`config.mk`:
```
export PLATFORM = sky130hd
export DESIGN_NAME = pim_dma
export DESIGN_NICKNAME = d
export VERILOG_FILES = /design/src/rtl/pim_dma.sv
export SDC_FILE = /design/constraint.sdc
export NUM_CORES = 1
export LEC_CHECK = 0
export CAP_MARGIN = 0
export CORE_AREA = 4 4 173 175
export CTS_CLUSTER_SIZE = 14
export DETAILED_ROUTE_END_ITERATION = 8
export DIE_AREA = 0 0 177 179
export PLACE_DENSITY = 0.73
export SYNTH_ARGS = -nofsm -noshare
export SYNTH_HDL_FRONTEND = slang
export SYNTH_SLANG_ARGS = --single-unit
```
`constraint.sdc`:
```
create_clock -name i_clk -period 5.6 [get_ports i_clk]
set_input_delay 1.68 -clock i_clk [delete_from_list [all_inputs] [get_ports i_clk]]
set_output_delay 1.68 -clock i_clk [all_outputs]
set_load 0.005 [all_outputs]
```
`src/rtl/pim_dma.sv`:
```
// pim_dma: single-channel DMA that streams words between the PIM buffer
// (master port 0) and the PIM array (master port 1). A small register file
// on the config port holds the source, destination and word count. A
// one-entry hold buffer covers read data that returns while the bus grant
// is low.
module pim_dma #(
   parameter int LEN_W = 16
) (
   input  logic        i_clk,
   input  logic        i_rst_n,
   input  logic [31:0] i_cfg_addr,
   input  logic        i_cfg_write,
   input  logic        i_cfg_read,
   input  logic [3:0]  i_cfg_size,
   input  logic [31:0] i_cfg_din,
   output logic [31:0] o_cfg_dout,
   output logic        o_req,
   input  logic        i_gnt,
   output logic [31:0] o_addr_0,
   output logic        o_write_0,
   output logic        o_read_0,
   output logic [3:0]  o_size_0,
   output logic [31:0] o_din_0,
   input  logic [31:0] i_dout_0,
   output logic [31:0] o_addr_1,
   output logic        o_write_1,
   output logic        o_read_1,
   output logic [3:0]  o_size_1,
   output logic [31:0] o_din_1,
   input  logic [31:0] i_dout_1,
   output logic        o_irq
);

   typedef enum logic [1:0] {IDLE, RUN, DONE} state_t;

   state_t             state, state_n;
   logic [31:0]        src, dst;
   logic [LEN_W-1:0]   len, rd_cnt, wr_cnt;
   logic               dir, done, aborted;
   logic               rd_pend, hold_vld;
   logic [31:0]        hold_data;

   logic [2:0]         reg_sel;
   logic               busy, ctrl_wr, start_req, abort_req;
   logic               run_ok, rd_issue, wr_issue, last_wr;
   logic [31:0]        src_dout, wr_data, rd_addr, wr_addr, rdata;

   // The transfer size and address bits outside the register window carry no meaning here
   logic               unused_cfg;
   assign unused_cfg = ^{i_cfg_size, i_cfg_addr[31:5], i_cfg_addr[1:0]};

   assign reg_sel   = i_cfg_addr[4:2];
   assign busy      = (state == RUN);
   assign ctrl_wr   = i_cfg_write && (reg_sel == 3'd3);
   assign start_req = ctrl_wr && i_cfg_din[0];
   assign abort_req = ctrl_wr && i_cfg_din[2];

   // An abort in the same cycle suppresses every strobe so nothing moves after it
   assign run_ok   = (state == RUN) && i_gnt && !abort_req;
   assign rd_issue = run_ok && (rd_cnt < len) && !hold_vld;
   assign wr_issue = run_ok && (rd_pend || hold_vld);
   assign last_wr  = wr_issue && (wr_cnt == len - LEN_W'(1));
   assign src_dout = dir ? i_dout_1 : i_dout_0;
   assign wr_data  = hold_vld ? hold_data : src_dout;
   assign rd_addr  = src + (32'(rd_cnt) << 2);
   assign wr_addr  = dst + (32'(wr_cnt) << 2);
   assign o_req    = (state == RUN);
   assign o_irq    = (state == DONE);

   // State register
   always_ff @(posedge i_clk or negedge i_rst_n) begin
      if (!i_rst_n) state <= IDLE;
      else          state <= state_n;
   end

   // Next-state logic: a zero-length start completes at once without touching the bus
   always_comb begin
      state_n = state;
      case (state)
         IDLE: if (start_req) state_n = (len == '0) ? DONE : RUN;
         RUN:  begin
                  if (abort_req)    state_n = IDLE;
                  else if (last_wr) state_n = DONE;
               end
         DONE: state_n = IDLE;
         default: state_n = IDLE;
      endcase
   end

   // Register file writes plus the sticky done/aborted flags
   always_ff @(posedge i_clk or negedge i_rst_n) begin
      if (!i_rst_n) begin
         src     <= '0;
         dst     <= '0;
         len     <= '0;
         dir     <= 1'b0;
         done    <= 1'b0;
         aborted <= 1'b0;
      end else begin
         if (i_cfg_write && !busy) begin
            case (reg_sel)
               3'd0: src <= i_cfg_din;
               3'd1: dst <= i_cfg_din;
               3'd2: len <= i_cfg_din[LEN_W-1:0];
               3'd3: dir <= i_cfg_din[1];
               default: ;
            endcase
         end
         if (ctrl_wr) begin
            done    <= 1'b0;
            aborted <= 1'b0;
         end
         if (abort_req && (state == RUN)) aborted <= 1'b1;
         if ((state_n == DONE) && (state != DONE)) done <= 1'b1;
      end
   end

   // Register read mux; unmapped offsets return zero
   always_comb begin
      rdata = '0;
      case (reg_sel)
         3'd0: rdata = src;
         3'd1: rdata = dst;
         3'd2: rdata = 32'(len);
         3'd4: rdata = {29'b0, aborted, done, busy};
         default: rdata = '0;
      endcase
   end

   // Read data is registered and holds between reads
   always_ff @(posedge i_clk or negedge i_rst_n) begin
      if (!i_rst_n)        o_cfg_dout <= '0;
      else if (i_cfg_read) o_cfg_dout <= rdata;
   end

   // Transfer datapath: counters, in-flight read marker and the one-word hold buffer
   always_ff @(posedge i_clk or negedge i_rst_n) begin
      if (!i_rst_n) begin
         rd_cnt    <= '0;
         wr_cnt    <= '0;
         rd_pend   <= 1'b0;
         hold_vld  <= 1'b0;
         hold_data <= '0;
      end else if ((state == IDLE) && start_req) begin
         rd_cnt   <= '0;
         wr_cnt   <= '0;
         rd_pend  <= 1'b0;
         hold_vld <= 1'b0;
      end else if (state == RUN) begin
         if (rd_issue) rd_cnt <= rd_cnt + LEN_W'(1);
         if (wr_issue) wr_cnt <= wr_cnt + LEN_W'(1);
         rd_pend <= rd_issue;
         if (rd_pend && !wr_issue) begin
            hold_vld  <= 1'b1;
            hold_data <= src_dout;
         end else if (wr_issue && hold_vld) begin
            hold_vld <= 1'b0;
         end
         if (state_n != RUN) begin
            rd_pend  <= 1'b0;
            hold_vld <= 1'b0;
         end
      end
   end

   // Master ports: the source port reads, the destination port writes, an idle port stays all-zero
   always_comb begin
      o_addr_0 = '0; o_write_0 = 1'b0; o_read_0 = 1'b0; o_size_0 = '0; o_din_0 = '0;
      o_addr_1 = '0; o_write_1 = 1'b0; o_read_1 = 1'b0; o_size_1 = '0; o_din_1 = '0;
      if (rd_issue) begin
         if (!dir) begin
            o_read_0 = 1'b1; o_addr_0 = rd_addr; o_size_0 = 4'hF;
         end else begin
            o_read_1 = 1'b1; o_addr_1 = rd_addr; o_size_1 = 4'hF;
         end
      end
      if (wr_issue) begin
         if (!dir) begin
            o_write_1 = 1'b1; o_addr_1 = wr_addr; o_din_1 = wr_data; o_size_1 = 4'hF;
         end else begin
            o_write_0 = 1'b1; o_addr_0 = wr_addr; o_din_0 = wr_data; o_size_0 = 4'hF;
         end
      end
   end

endmodule

```
Word-level counts from Yosys, hierarchy flattened
Cells that the tools add are included.
Cells by class
  reduce and logical (&&, ||, !) cells: 37
  bitwise logic cells: 1
  equal/unequal tests: 10
  order comparisons: 1
  muxes and demuxes: 51
  add/sub/neg operators: 5
Operators by type and width (number)
  32-bit two-way mux: 14
  32-bit one-hot mux with 4 select lines: 1
  16-bit two-way mux: 6
  32-bit by 18-bit adder with 32-bit output: 2
  16-bit by 1-bit adder with 16-bit output, second input constant: 2
  4-bit two-way mux: 8
  1-bit two-way mux: 17
  16-bit == test: 1
  16-bit zero test: 1
  16-bit < comparator: 1
  16-bit by 1-bit subtractor with 16-bit output, second input constant: 1
  1-bit logical AND: 15
  2-bit AND reduction: 7
  2-bit nonzero test: 5
  2-bit two-way mux: 4
  3-bit by 2-bit == test with 1-bit output, second input constant: 2
  2-bit == test, second input constant: 2
  1-bit zero test: 4
  2-bit one-hot mux with 2 select lines: 1
  4-bit nonzero test: 1
  3-bit by 1-bit == test with 1-bit output, second input constant: 1
  3-bit == test, second input constant: 1
  3-bit zero test: 1
  3-bit AND reduction: 1
  other kinds (6): 6
Storage, ports and cells
  output and inout bits: 174
  flip-flop bits (word level): 183
  word-level logic and storage cells: 118
  input bits: 137

Logic depth before layout (Yosys ltp)
  word-level depth: 14
  gate-level depth with buffers: 13
  gate-level depth less buffers: 11

Least setup slack after synthesis
OpenSTA, ideal clock, no wires.
  path type: in2out
  start point: input port i_cfg_addr[2]
  end point: output port o_addr_0[14]
  data required time: 3.920 ns
  arrival time: 3.687 ns
  setup slack: 0.233 ns
  path buffers: 4
  stages: 11
  cell sequence: clkbuf_1 > and4b_1 > clkbuf_1 > and2_1 > nor2_1 > o211ai_1 > or3_1 > clkbuf_1 > clkinv_1 > buf_2 > a22o_1
Between the ends
  cells in the longest elaborated chain, start to end: 10
  elaborated cells between the ends (all ways): 11
  those cells by class: eq/ne (1); mux (3); reduce/logical (7)
Ends and longest elaborated chain
  start: declaration: RTL line 11  | input logic [31:0] i_cfg_addr,
  3-bit by 2-bit == test with 1-bit output (*): RTL line 54  | assign ctrl_wr = i_cfg_write && (reg_sel == 3'd3);
  1-bit logical AND (*): RTL line 54
  1-bit logical AND (*): RTL line 56  | assign abort_req = ctrl_wr && i_cfg_din[2];
  1-bit zero test (*): RTL line 59  | assign run_ok = (state == RUN) && i_gnt && !abort_req;
  1-bit logical AND (*): RTL line 59
  1-bit logical AND (2 in series): RTL line 60  | assign rd_issue = run_ok && (rd_cnt < len) && !hold_vld;
  32-bit two-way mux: RTL line 170  | if (rd_issue) begin
  32-bit two-way mux: RTL line 178  | if (!dir) begin
  32-bit two-way mux (*): RTL line 177  | if (wr_issue) begin
  end: declaration: RTL line 19  | output logic [31:0] o_addr_0,
Every way passes the cells marked *; elsewhere a longest branch is shown, timed or not.

Worst setup path in the final report
  start point: input port i_cfg_addr[3]
  end point: output port o_addr_1[28]
Between the ends
  cells in the longest elaborated chain, start to end: 10
  elaborated cells between the ends (all ways): 11
  those cells by class: eq/ne (1); mux (3); reduce/logical (7)
Ends and longest elaborated chain
  3-bit by 2-bit == test with 1-bit output (*): RTL line 54
  1-bit logical AND (*): RTL line 54
  1-bit logical AND (*): RTL line 56
  1-bit zero test (*): RTL line 59
  1-bit logical AND (*): RTL line 59
  1-bit logical AND (2 in series): RTL line 60
  32-bit two-way mux: RTL line 170
  32-bit two-way mux: RTL line 178
  32-bit two-way mux (*): RTL line 177
  end: declaration: RTL line 25  | output logic [31:0] o_addr_1,
Marks and branches as above.

==> flow_summary.json <==
{
  "outcome": "finished, final reports clean",
  "vias": 12100,
  "power.leakage_nw": 7.78,
  "hold_viol": 0,
  "io_pins": 311,
  "crit_chain": "clkdlybuf4s50_1 > and4b_1 > buf_6 > a211oi_2 > buf_4 > buf_4 > nand2b_4 > clkinv_4 > and2_1 > mux2i_2 > o21ai_1 > dlygate4sd2_1",
  "grt_max_degree": 119,
  "cp.required_ns": 3.92,
  "slew_headroom_pct": 29.9,
  "antenna_found_initial": 0,
  "placementRows": 62,
  "drtPass1Iterations": 5,
  "wl_mm": 43.2,
  "seq_area_sq_um": 4580,
  "grt_pass1_vias": 11700,
  "setup_violations": 0,
  "multi_input_area_sq_um": 7610,
  "synth_area_leaders": "dfrtp_1, mux2_2, a21oi_1",
  "worstPathMaxFanout": 6,
  "viasPerCell": 5.81,
  "grt_usage_pct": 26.3,
  "area_growth_pct": 32.7,
  "path_buf_inv": 6,
  "ys_seq_elements": 183,
  "powerDensity_nw_per_um2": 334,
  "cpPeakStageDelay_ns": 0.47,
  "place_congestion": 0.925,
  "drc": 0,
  "clock_path_buffers": 2,
  "critPathKind": "input pin to output port",
  "synthCells": 1416,
  "clk_latency_ns": 0.43,
  "cts_root_buf": "clkbuf_16",
  "drive_gt1_share_pct": 13.9,
  "ir_worst_vdd_mv": 0.212,
  "clk_pin_slew_worst_paths_ns": 0.07,
  "fin_setup_tns_ns": 0,
  "cp-end-kind": "output port",
  "synth_cell_type_count": 66,
  "finClkSkew_ns": 0.0121,
  "yosys.area.top_type_share_pct": 36.2,
  "clock_sinks": 183,
  "grt-ovfl-total": 0,
  "total_power_w": 0.00561,
  "fp.coreArea_sq_um": 28500,
  "antennaDiodeCount": 0,
  "synth_edf_count": 0,
  "htreeDepth": 4,
  "avgSynthCellArea_sq_um": 8.92,
  "ys.flop_type": "dfrtp_1",
  "slew_viol_final": 0,
  "tightest_slew_ns": 1.05,
  "cts_tree": "built",
  "crit_top_cell": "buf_4",
  "synth_top_cell_by_area": "dfrtp_1",
  "fmax_ghz": 0.180,
  "hp-class": "register to register",
  "die_w_microns": 177,
  "cap_violations": 0,
  "async_flop_share_pct": 100,
  "detail_route.wl_per_cell_microns": 20.7,
  "path_delay_family": "buffers and inverters",
  "seq_area_frac_synth_pct": 36.2,
  "period_minus_slack_ns": 5.56,
  "numCtsBuffers": 17,
  "fp.dieH_microns": 179,
  "die_area_sq_um": 31700,
  "start_kind": "input pin",
  "critPathSlowestCell": "clkdlybuf4s50_1",
  "arrival_ns": 3.88,
  "num-fill-cells": 2572,
  "drtIter0Drc": 1069,
  "start_util_pct": 44.4,
  "finalCritPeriodShare_pct": 99.2,
  "syn-cell-area_sq_um": 12600,
  "grt_pass1_wl_mm": 65.9,
  "port_buffers": 277,
  "antenna_left": 0,
  "yosys_warnings": 0,
  "layout.nets": 1876,
  "synth_nets": 1605,
  "hpwl_mm": 32.3
}
[placed cells by master (no fill, tap or decap), types with 17 or more instances in the layout]
cell and instances:
clkdlybuf4s50_1 134, mux2_2 80, nand2_1 90, a22o_1 25
xnor2_1 52, a21oi_1 156, inv_1 56, buf_4 55
dlygate4sd2_1 115, mux2i_1 70, o22ai_1 49, nand3_1 27
xor2_1 43, o21ai_0 38, ha_1 50, dfrtp_1 181
nand2b_1 75, clkbuf_16 17, nor2_1 117, and3_1 20
[cell families (layout without fill, tap and decap cells)]
family	after synthesis	in the layout	synth area share (%)
adders and majority gates	52	52	5.27
AOI/OAI and AO/OA	359	359	17.3
muxes	151	151	12.8
and+or+nand+nor	422	422	16.8
buffers and inverters	153	437	4.89
DFF	183	183	36.2
xor gates and xnor gates	96	96	6.76
[synthesized netlist by cell type, types with 7 or more instances]
master and number:
o22ai_1 57, a21o_1 9, a211oi_1 7, nor2b_1 11, nor4_1 16, xnor2_1 52
a21oi_1 161, clkbuf_1 73, nand4_1 16, a22o_1 26, mux2i_1 71, nand2b_1 76
nor3_1 10, ha_1 50, o21a_1 7, dfrtp_1 183, mux2_2 80, nand2_1 94
nor2_1 119, nand3_1 27, inv_1 56, xor2_1 43, o21ai_0 45, and3_1 20
[through the flow]
stage | cells | setup slack (ns) | area (sq um) | util [%] | hold WS (ns)
finish | 2084 | 0.0429 | 16800 | 58.9 | 0.493
global route | 2084 | -0.0105 | 16800 | 58.9 | 0.514
CTS | 2080 | -0.176 | 16700 | 58.6 | 0.489
detailed placement | 2039 | -0.425 | 16000 | 56.3 | 0.470
global placement | 2039 | -0.425 | 16000 | 56.3 | 0.457
floorplan | 1416 | 0.233 | 12600 | - | 0.438
[tightest hold or removal path: cells and delay by family (launching register included)]
family / cells / cell delay (ns)
flops: 1 / 0.35
simple gates: 2 / 0.11
[power breakdown]
| part | switching, W | total (W) | internal, W |
|---|---|---|---|
| Sequential | 0.000377 | 0.00203 | 0.00165 |
| Combinational | 0.00120 | 0.00231 | 0.00111 |
| Clock | 0.000569 | 0.00127 | 0.000703 |
[registers in the layout, indices dropped and copies added (netlist names)]
register / cells
aborted: 1
dir: 1
done: 1
dst: 32
hold_data: 32
hold_vld: 1
len: 16
o_cfg_dout: 32
rd_cnt: 16
rd_pend: 1
src: 32
state: 2
wr_cnt: 16
[layer usage]
| metal | vias to the layer above | global-route usage, % | wire (microns) |
|---|---|---|---|
| met5 | - | 0 | 0 |
| met4 | 0 | 7.93 | 1210 |
| met3 | 91 | 4.89 | 3050 |
| met2 | 514 | 44.6 | 20800 |
| met1 | 5902 | 34.4 | 18100 |
| li1 | 5594 | - | - |
[path summary, 6_finish.rpt]
path                                     from            end  slack (ns)  cells past startpoint
worst max-delay path            i_cfg_addr[3]   o_addr_1[28]        0.04                     12
worst min-delay path                  aborted        aborted        0.49                      2
worst max register to register         len[3]        rd_pend        2.61                      7
worst min register to register        aborted        aborted        0.49                      2
max in group asynchronous             i_rst_n        dst[15]        3.25                      2
min in group asynchronous             i_rst_n  o_cfg_dout[2]        1.38                      1
[area by class of cell]
cell class / instances / area share [%]
Timing Repair Buffer: 344 / 19.3
Tap cell: 384 / 2.86
Inverter: 61 / 1.50
Sequential cell: 183 / 27.3
Clock inverter: 12 / 0.836
Multi-Input combinational cell: 1080 / 45.4
Clock buffer: 20 / 2.78
[timing repair]
item | CTS | global route
hold buffers | 0 | 0
pin swaps | 4 | 5
setup endpoints to repair | 132 | 35
cloned | 1 | 0
gates resized for setup | 202 | 42
endpoints found under the hold margin | 0 | 0
setup buffers | 8 | 4
Power figures use the tool's default switching activity.
